===== config.mk =====
export PLATFORM = sky130hd
export DESIGN_NAME = i2c_target
export DESIGN_NICKNAME = d
export VERILOG_FILES = /design/src/rtl/i2c_pkg.sv /design/src/rtl/i2c_line_filter.sv /design/src/rtl/i2c_target.sv
export SDC_FILE = /design/constraint.sdc
export NUM_CORES = 1
export LEC_CHECK = 0
export ABC_CLOCK_PERIOD_IN_PS = 3000
export BUFFER_PORTS_ARGS = -buffer_cell sky130_fd_sc_hd__clkbuf_2
export CORE_MARGIN = 8
export CORE_UTILIZATION = 59
export CTS_BUF_LIST = sky130_fd_sc_hd__clkbuf_16
export DETAILED_ROUTE_END_ITERATION = 10
export HOLD_SLACK_MARGIN = 0.15
export PLACE_DENSITY_LB_ADDON = 0.05
export SYNTH_ARGS = -nofsm -noshare
export SYNTH_HDL_FRONTEND = slang
export SYNTH_SLANG_ARGS = --single-unit

===== constraint.sdc =====
create_clock -name clk -period 3 [get_ports clk]
set_input_delay 0.15 -clock clk [delete_from_list [all_inputs] [get_ports clk]]
set_output_delay 0.15 -clock clk [all_outputs]
set_load 0.01 [all_outputs]

===== src/rtl/i2c_pkg.sv =====
// i2c_pkg: shared definitions for the write-only I2C target.
//   i2c_state_e   : target FSM state encoding
//   I2C_RW_WRITE  : R/W bit value for a write transfer
//   I2C_BYTE_W    : bits per I2C byte
package i2c_pkg;

   localparam int         I2C_BYTE_W   = 8;
   localparam logic       I2C_RW_WRITE = 1'b0;

   typedef enum logic [2:0] {
      ST_IDLE,
      ST_ADDR,
      ST_ADDR_ACK,
      ST_BYTE1,
      ST_ACK1,
      ST_BYTE2,
      ST_ACK2,
      ST_WAIT_STOP
   } i2c_state_e;

endpackage


===== src/rtl/i2c_line_filter.sv =====
// i2c_line_filter: conditions one asynchronous I2C line for use on clk.
// A 2-flop synchronizer, an optional 3-sample majority filter and a delay
// flop for edge detection.
// Optional feature macro: I2C_TARGET_GLITCH_FILTER_EN (adds the majority
// filter, 2 extra clk latency, rejects single-clk pulses).
// Ports:
//   clk     in  system clock
//   rst     in  asynchronous active-high reset
//   line_in in  raw pad level
//   line_o  out conditioned level
//   rise_o  out one-clk pulse on conditioned rising edge
//   fall_o  out one-clk pulse on conditioned falling edge
module i2c_line_filter (
   input  logic clk,
   input  logic rst,
   input  logic line_in,
   output logic line_o,
   output logic rise_o,
   output logic fall_o
);

   logic sync1_q, sync1_d;
   logic sync2_q, sync2_d;
   logic prev_q, prev_d;
   logic line_s;
`ifdef I2C_TARGET_GLITCH_FILTER_EN
   logic tap1_q, tap1_d;
   logic tap2_q, tap2_d;
   logic maj_q, maj_d;
`endif

   always_comb begin
      sync1_d = line_in;
      sync2_d = sync1_q;
`ifdef I2C_TARGET_GLITCH_FILTER_EN
      tap1_d  = sync2_q;
      tap2_d  = tap1_q;
      // Two of three consecutive samples must agree, so a lone 1-clk
      // sample never reaches the output.
      maj_d   = (sync2_q & tap1_q) | (sync2_q & tap2_q) | (tap1_q & tap2_q);
      line_s  = maj_q;
`else
      line_s  = sync2_q;
`endif
      prev_d  = line_s;
   end

   // Idle bus level is high; resetting to 1 avoids false edges on release.
   always_ff @(posedge clk or posedge rst) begin
      if (rst) begin
         sync1_q <= 1'b1;
         sync2_q <= 1'b1;
         prev_q  <= 1'b1;
`ifdef I2C_TARGET_GLITCH_FILTER_EN
         tap1_q  <= 1'b1;
         tap2_q  <= 1'b1;
         maj_q   <= 1'b1;
`endif
      end else begin
         sync1_q <= sync1_d;
         sync2_q <= sync2_d;
         prev_q  <= prev_d;
`ifdef I2C_TARGET_GLITCH_FILTER_EN
         tap1_q  <= tap1_d;
         tap2_q  <= tap2_d;
         maj_q   <= maj_d;
`endif
      end
   end

   always_comb begin
      line_o = line_s;
      rise_o = line_s & ~prev_q;
      fall_o = ~line_s & prev_q;
   end

endmodule


===== src/rtl/i2c_target.sv =====
// i2c_target: write-only I2C target for a 3-byte codec register write
// (device address + W, then {reg_addr[6:0], val[8]}, val[7:0]).
// Optional feature macro: I2C_TARGET_GLITCH_FILTER_EN (majority filter on
// both bus lines, see i2c_line_filter).
// Ports:
//   clk          in  system clock (>= 8x SCLK)
//   reset        in  asynchronous active-high reset
//   i2c_sclk     in  bus clock pad
//   i2c_sdat_in  in  bus data pad
//   i2c_sdat_oe  out 1 = pull SDAT low (ACK)
//   wr_valid     out one-clk pulse per accepted write
//   wr_addr      out register address, held until next write
//   wr_data      out register value, held until next write
//   busy         out high while a transaction is in progress
//   state_dbg    out current FSM state
// Handshake: wr_valid is a single-cycle strobe with no back-pressure;
// wr_addr/wr_data are valid on the strobe cycle and stay stable after it.
module i2c_target
   import i2c_pkg::*;
#(
   parameter logic [6:0] DEV_ADDR = 7'h1A
) (
   input  logic       clk,
   input  logic       reset,
   input  logic       i2c_sclk,
   input  logic       i2c_sdat_in,
   output logic       i2c_sdat_oe,
   output logic       wr_valid,
   output logic [6:0] wr_addr,
   output logic [8:0] wr_data,
   output logic       busy,
   output i2c_state_e state_dbg
);

   logic scl_line, scl_rise, scl_fall;
   logic sda_line, sda_rise, sda_fall;
   logic start_det, stop_det;

   i2c_state_e              state_q, state_d;
   logic [2:0]              bit_cnt_q, bit_cnt_d;
   logic [I2C_BYTE_W-1:0]   shift_q, shift_d;
   logic [I2C_BYTE_W-1:0]   byte1_q, byte1_d;
   logic [I2C_BYTE_W-1:0]   shift_nxt;
   logic                    sdat_oe_q, sdat_oe_d;
   logic                    wr_valid_q, wr_valid_d;
   logic [6:0]              wr_addr_q, wr_addr_d;
   logic [8:0]              wr_data_q, wr_data_d;
   logic                    byte_done;

   i2c_line_filter u_scl (
      .clk    (clk),
      .rst    (reset),
      .line_in(i2c_sclk),
      .line_o (scl_line),
      .rise_o (scl_rise),
      .fall_o (scl_fall)
   );

   i2c_line_filter u_sda (
      .clk    (clk),
      .rst    (reset),
      .line_in(i2c_sdat_in),
      .line_o (sda_line),
      .rise_o (sda_rise),
      .fall_o (sda_fall)
   );

   assign start_det = sda_fall & scl_line;
   assign stop_det  = sda_rise & scl_line;

   // State register
   always_ff @(posedge clk or posedge reset) begin
      if (reset) begin
         state_q    <= ST_IDLE;
         bit_cnt_q  <= '0;
         shift_q    <= '0;
         byte1_q    <= '0;
         sdat_oe_q  <= 1'b0;
         wr_valid_q <= 1'b0;
         wr_addr_q  <= '0;
         wr_data_q  <= '0;
      end else begin
         state_q    <= state_d;
         bit_cnt_q  <= bit_cnt_d;
         shift_q    <= shift_d;
         byte1_q    <= byte1_d;
         sdat_oe_q  <= sdat_oe_d;
         wr_valid_q <= wr_valid_d;
         wr_addr_q  <= wr_addr_d;
         wr_data_q  <= wr_data_d;
      end
   end

   // Next-state logic
   always_comb begin
      state_d    = state_q;
      bit_cnt_d  = bit_cnt_q;
      shift_d    = shift_q;
      byte1_d    = byte1_q;
      sdat_oe_d  = sdat_oe_q;
      wr_valid_d = 1'b0;
      wr_addr_d  = wr_addr_q;
      wr_data_d  = wr_data_q;
      shift_nxt  = {shift_q[I2C_BYTE_W-2:0], sda_line};
      // The 8th rising edge of a byte completes it.
      byte_done  = scl_rise && (bit_cnt_q == 3'(I2C_BYTE_W - 1));

      if (start_det) begin
         // Also covers repeated START: any partial transfer is dropped.
         state_d   = ST_ADDR;
         bit_cnt_d = '0;
         shift_d   = '0;
         sdat_oe_d = 1'b0;
      end else if (stop_det) begin
         state_d   = ST_IDLE;
         bit_cnt_d = '0;
         sdat_oe_d = 1'b0;
      end else begin
         case (state_q)
            ST_ADDR, ST_BYTE1, ST_BYTE2: begin
               if (scl_rise) begin
                  shift_d   = shift_nxt;
                  bit_cnt_d = bit_cnt_q + 3'd1;
               end
               if (byte_done) begin
                  bit_cnt_d = '0;
                  case (state_q)
                     ST_ADDR: begin
                        if (shift_nxt[7:1] == DEV_ADDR && shift_nxt[0] == I2C_RW_WRITE)
                           state_d = ST_ADDR_ACK;
                        else
                           state_d = ST_WAIT_STOP;
                     end
                     ST_BYTE1: begin
                        byte1_d = shift_nxt;
                        state_d = ST_ACK1;
                     end
                     default: state_d = ST_ACK2;
                  endcase
               end
            end
            ST_ADDR_ACK, ST_ACK1, ST_ACK2: begin
               // First falling edge (end of bit 8) drives ACK; the next
               // one (end of the ACK clock) releases and moves on.
               if (scl_fall) begin
                  if (!sdat_oe_q) begin
                     sdat_oe_d = 1'b1;
                  end else begin
                     sdat_oe_d = 1'b0;
                     case (state_q)
                        ST_ADDR_ACK: state_d = ST_BYTE1;
                        ST_ACK1:     state_d = ST_BYTE2;
                        default: begin
                           state_d    = ST_WAIT_STOP;
                           wr_valid_d = 1'b1;
                           wr_addr_d  = byte1_q[7:1];
                           wr_data_d  = {byte1_q[0], shift_q};
                        end
                     endcase
                  end
               end
            end
            default: ;  // IDLE and WAIT_STOP ignore bus bits
         endcase
      end
   end

   // Outputs
   always_comb begin
      i2c_sdat_oe = sdat_oe_q;
      wr_valid    = wr_valid_q;
      wr_addr     = wr_addr_q;
      wr_data     = wr_data_q;
      busy        = (state_q != ST_IDLE);
      state_dbg   = state_q;
   end

endmodule


==> results.sh <==
export IMPL_grt_max_degree=47
export IMPL_hold_depth=0
export IMPL_rr_worst_depth=4
export IMPL_dieArea_um2=5450
export IMPL_max_stage_delay_ns=0.74
export IMPL_rsz0062_at_grt="no"
export IMPL_hold_end="u_scl.line_o$_DFF_PP1_"
export IMPL_worst_pin_slew_ns=0.683
export IMPL_grt_pass1_wl_um=6540
export IMPL_synth_seq_cells=46
export IMPL_p_total_w=0.00160
export IMPL_synthCells=153
export IMPL_grt_usage_pct=15.8
export IMPL_syn_area_um2=1970
export IMPL_viasPerCell=5.60
export IMPL_cts_sinks=46
export IMPL_yosysSeqAreaShare_pct=58.7
export IMPL_fin_crit_sh_pct=76.2
export IMPL_via_count=1293
export IMPL_antenna_found_initial=0
export IMPL_p_leak_nw=1.17
export IMPL_irDropWorstVdd_v=0.000483
export IMPL_drt_first_pass_iters=5
export IMPL_numCtsBuffers=5
export IMPL_fin_nets=190
export IMPL_crit_reg2reg_launch="u_scl.line_o$_DFF_PP1_"
export IMPL_route_met3_wl_um=265
export IMPL_routed_wl_um=3790
export IMPL_status="finished clean"
export IMPL_syn2layout_area_growth_pct=17.8
export IMPL_yosysUniqueCellTypes=39
export IMPL_required_ns=3.16
export IMPL_clk_pin_slew_worst_paths_ns=0.06
export IMPL_hold_viol_final=0
export IMPL_slew_limit_headroom_pct=54.1
export IMPL_io_buffers=25
export IMPL_diodes=0
export IMPL_min_from="u_scl.sync1_q$_DFF_PP1_"
export IMPL_grt_pass1_vias=1366
export IMPL_die_x_um=73.9
export IMPL_cts_buffer_depth=2
export IMPL_std_cell_rows=21
export IMPL_path_cells="and2b_1 > nand3_1 > or4_4 > mux2_4"
export IMPL_initial_core_util_pct=60.1
export IMPL_fin_crit_ns=2.29
export IMPL_root_buffer="clkbuf_16"
export IMPL_crit_type="reg2reg"
export IMPL_tns_ns=0
export IMPL_fp_coreArea_um2=3280
export IMPL_hp_class="reg2reg"
export IMPL_cap_violations=0
export IMPL_top_layer_used="met4"
export IMPL_power_density_nw_per_um2=689
export IMPL_ys_warn_count=0
export IMPL_layout_commonest_cell="dfrtp_1"
export IMPL_die_height_um=73.9
export IMPL_pre_cts_ws_ns=0.730
export IMPL_drtIter0Drc=57
export IMPL_avgRoutedWirePerCell_um=16.4
export IMPL_drc_errors=0
export IMPL_start_kind="flop"
export IMPL_grt_overflow_total=0
export IMPL_endpoint_kind="flop"
export IMPL_finalWorstSetupSlack_ns=0.713
export IMPL_hpwl_um=2600
export IMPL_worst_r2r_endpoint="byte1_q[2]$_DFFE_PP0P_"
export IMPL_max_freq_mhz=437
export IMPL_wl_met2_um=1780
export IMPL_ios=26
export IMPL_slew_violations=0
export IMPL_layout_common_cells="dfrtp_1 (40), clkbuf_2 (25), mux2_2 (17)"
export IMPL_cts_htree_levels=2
export IMPL_crit_start="u_scl.line_o$_DFF_PP1_"
export IMPL_stdcell_count=231
export IMPL_r2r_setup_slack_ns=0.71
export IMPL_critPathArrivalTime_ns=2.45
export IMPL_fin_skew_ns=0.00263
export IMPL_clock_latency_ns=0.28
export IMPL_worst_path_max_fanout=12
export IMPL_fillerInstances=252
export IMPL_drive_gt1_share_pct=36.8
export IMPL_tritoncts="built"
export IMPL_critical_path_slowest_cell="or4_4"
export IMPL_globalplace_congestion=0.832
export IMPL_synth_area_per_cell_um2=12.9
export IMPL_ant_nets=0
export IMPL_finalSetupViolCount=0
export IMPL_wl_met1_um=1660
export IMPL_place_inst=220
export IMPL_synth_fp_nets=159
-- sequential cells by signal, summed over array words and instances, names as in the netlist, 3 cells and up --
signal and cells:
wr_data 9, byte1_q 8, shift_q 8, bit_cnt_q 3, wr_addr 7, state_dbg 3
-- cell type report --
| class | instances | area (um2) | share of cell area [%] |
|---|---|---|---|
| flip-flops and latches | 46 | 1160 | 49.8 |
| multi-input cells | 96 | 758 | 32.6 |
| repair buffers | 30 | 170 | 7.32 |
| clock buffers | 5 | 125 | 5.38 |
| well taps | 46 | 57.6 | 2.47 |
| clock inverters | 3 | 37.5 | 1.61 |
| inverters | 5 | 18.8 | 0.807 |
-- through the flow --
stage          hold slack, ns  area [um2]  utilization [%]
2_1_floorplan           0.154        1970                -
3_5_place_dp            0.239        2130             65.0
6_report                0.357        2330             70.8
5_1_grt                 0.361        2330             70.8
4_1_cts                 0.359        2330             70.8
3_3_place_gp            0.238        2130             65.0
-- worst max-delay path by stage --
stage | cells after the start | endpoint | slack (ns)
after CTS | 4 | byte1_q[2]$_DFFE_PP0P_ | 0.71
final | 4 | byte1_q[2]$_DFFE_PP0P_ | 0.71
after global routing | 4 | byte1_q[5]$_DFFE_PP0P_ | 0.60
after floorplan | 6 | byte1_q[0]$_DFFE_PP0P_ | 1.01
after detailed placement | 4 | byte1_q[2]$_DFFE_PP0P_ | 0.73
after global placement | 4 | byte1_q[2]$_DFFE_PP0P_ | 0.80
-- metal layers --
layer	vias up	global-route usage [%]
met5	-	0
met4	0	6.65
met1	608	20.6
met2	63	23.8
li1	612	-
met3	10	4.64
-- power breakdown --
part           total (W)  leakage (nW)  internal [W]  switching, W
registers       0.000814         0.610      0.000696      0.000119
logic           0.000198         0.474     0.0000878      0.000110
clock network   0.000589        0.0864      0.000386      0.000203
-- Yosys cell counts, drive strengths merged --
library cell / count / area, um2
o32ai: 1 / 8.76
and2b: 1 / 7.51
or3: 1 / 6.26
a2111oi: 1 / 8.76
nor3b: 1 / 7.51
and4b: 1 / 10.0
clkbuf: 3 / 11.3
inv: 5 / 18.8
o21ai: 8 / 40.0
nand3b: 2 / 15.0
nor3: 2 / 15.0
nor2: 3 / 11.3
nand3: 4 / 20.0
xnor2: 1 / 8.76
a2bb2oi: 1 / 8.76
xor2: 1 / 8.76
a31oi: 1 / 6.26
dfstp: 6 / 158
o22ai: 7 / 43.8
buf: 3 / 27.5
mux2i: 1 / 10.0
and3b: 1 / 10.0
ha: 2 / 25.0
o21bai: 1 / 7.51
a21oi: 12 / 60.1
and2: 2 / 12.5
nor2b: 1 / 6.26
a22o: 1 / 8.76
nand2b: 2 / 12.5
or4: 2 / 18.8
nand2: 8 / 30.0
mux2: 25 / 312
dfrtp: 40 / 1000
nor4: 2 / 18.8
-- worst max-delay path: cells and delay by family (launching register included) --
family,cells,cell delay [ns]
flops,1,0.60
mux,1,0.34
simple gates,3,1.22
-- logic make-up after synthesis --
family	share of synthesized area (%)
buffers and inverters	2.91
multiplexers	16.3
adder cells (fa/ha/maj)	1.27
AO/OA/AOI/OAI	9.76
AND/OR/NAND/NOR	10.2
flip-flops	58.7
XOR/XNOR	0.887
-- what timing repair did --
item	in CTS	in global routing
gates resized for setup	0	0
hold endpoints to repair	42	0
hold buffers	3	0
buffers inserted	0	0
(Power assumes the default switching activity.)
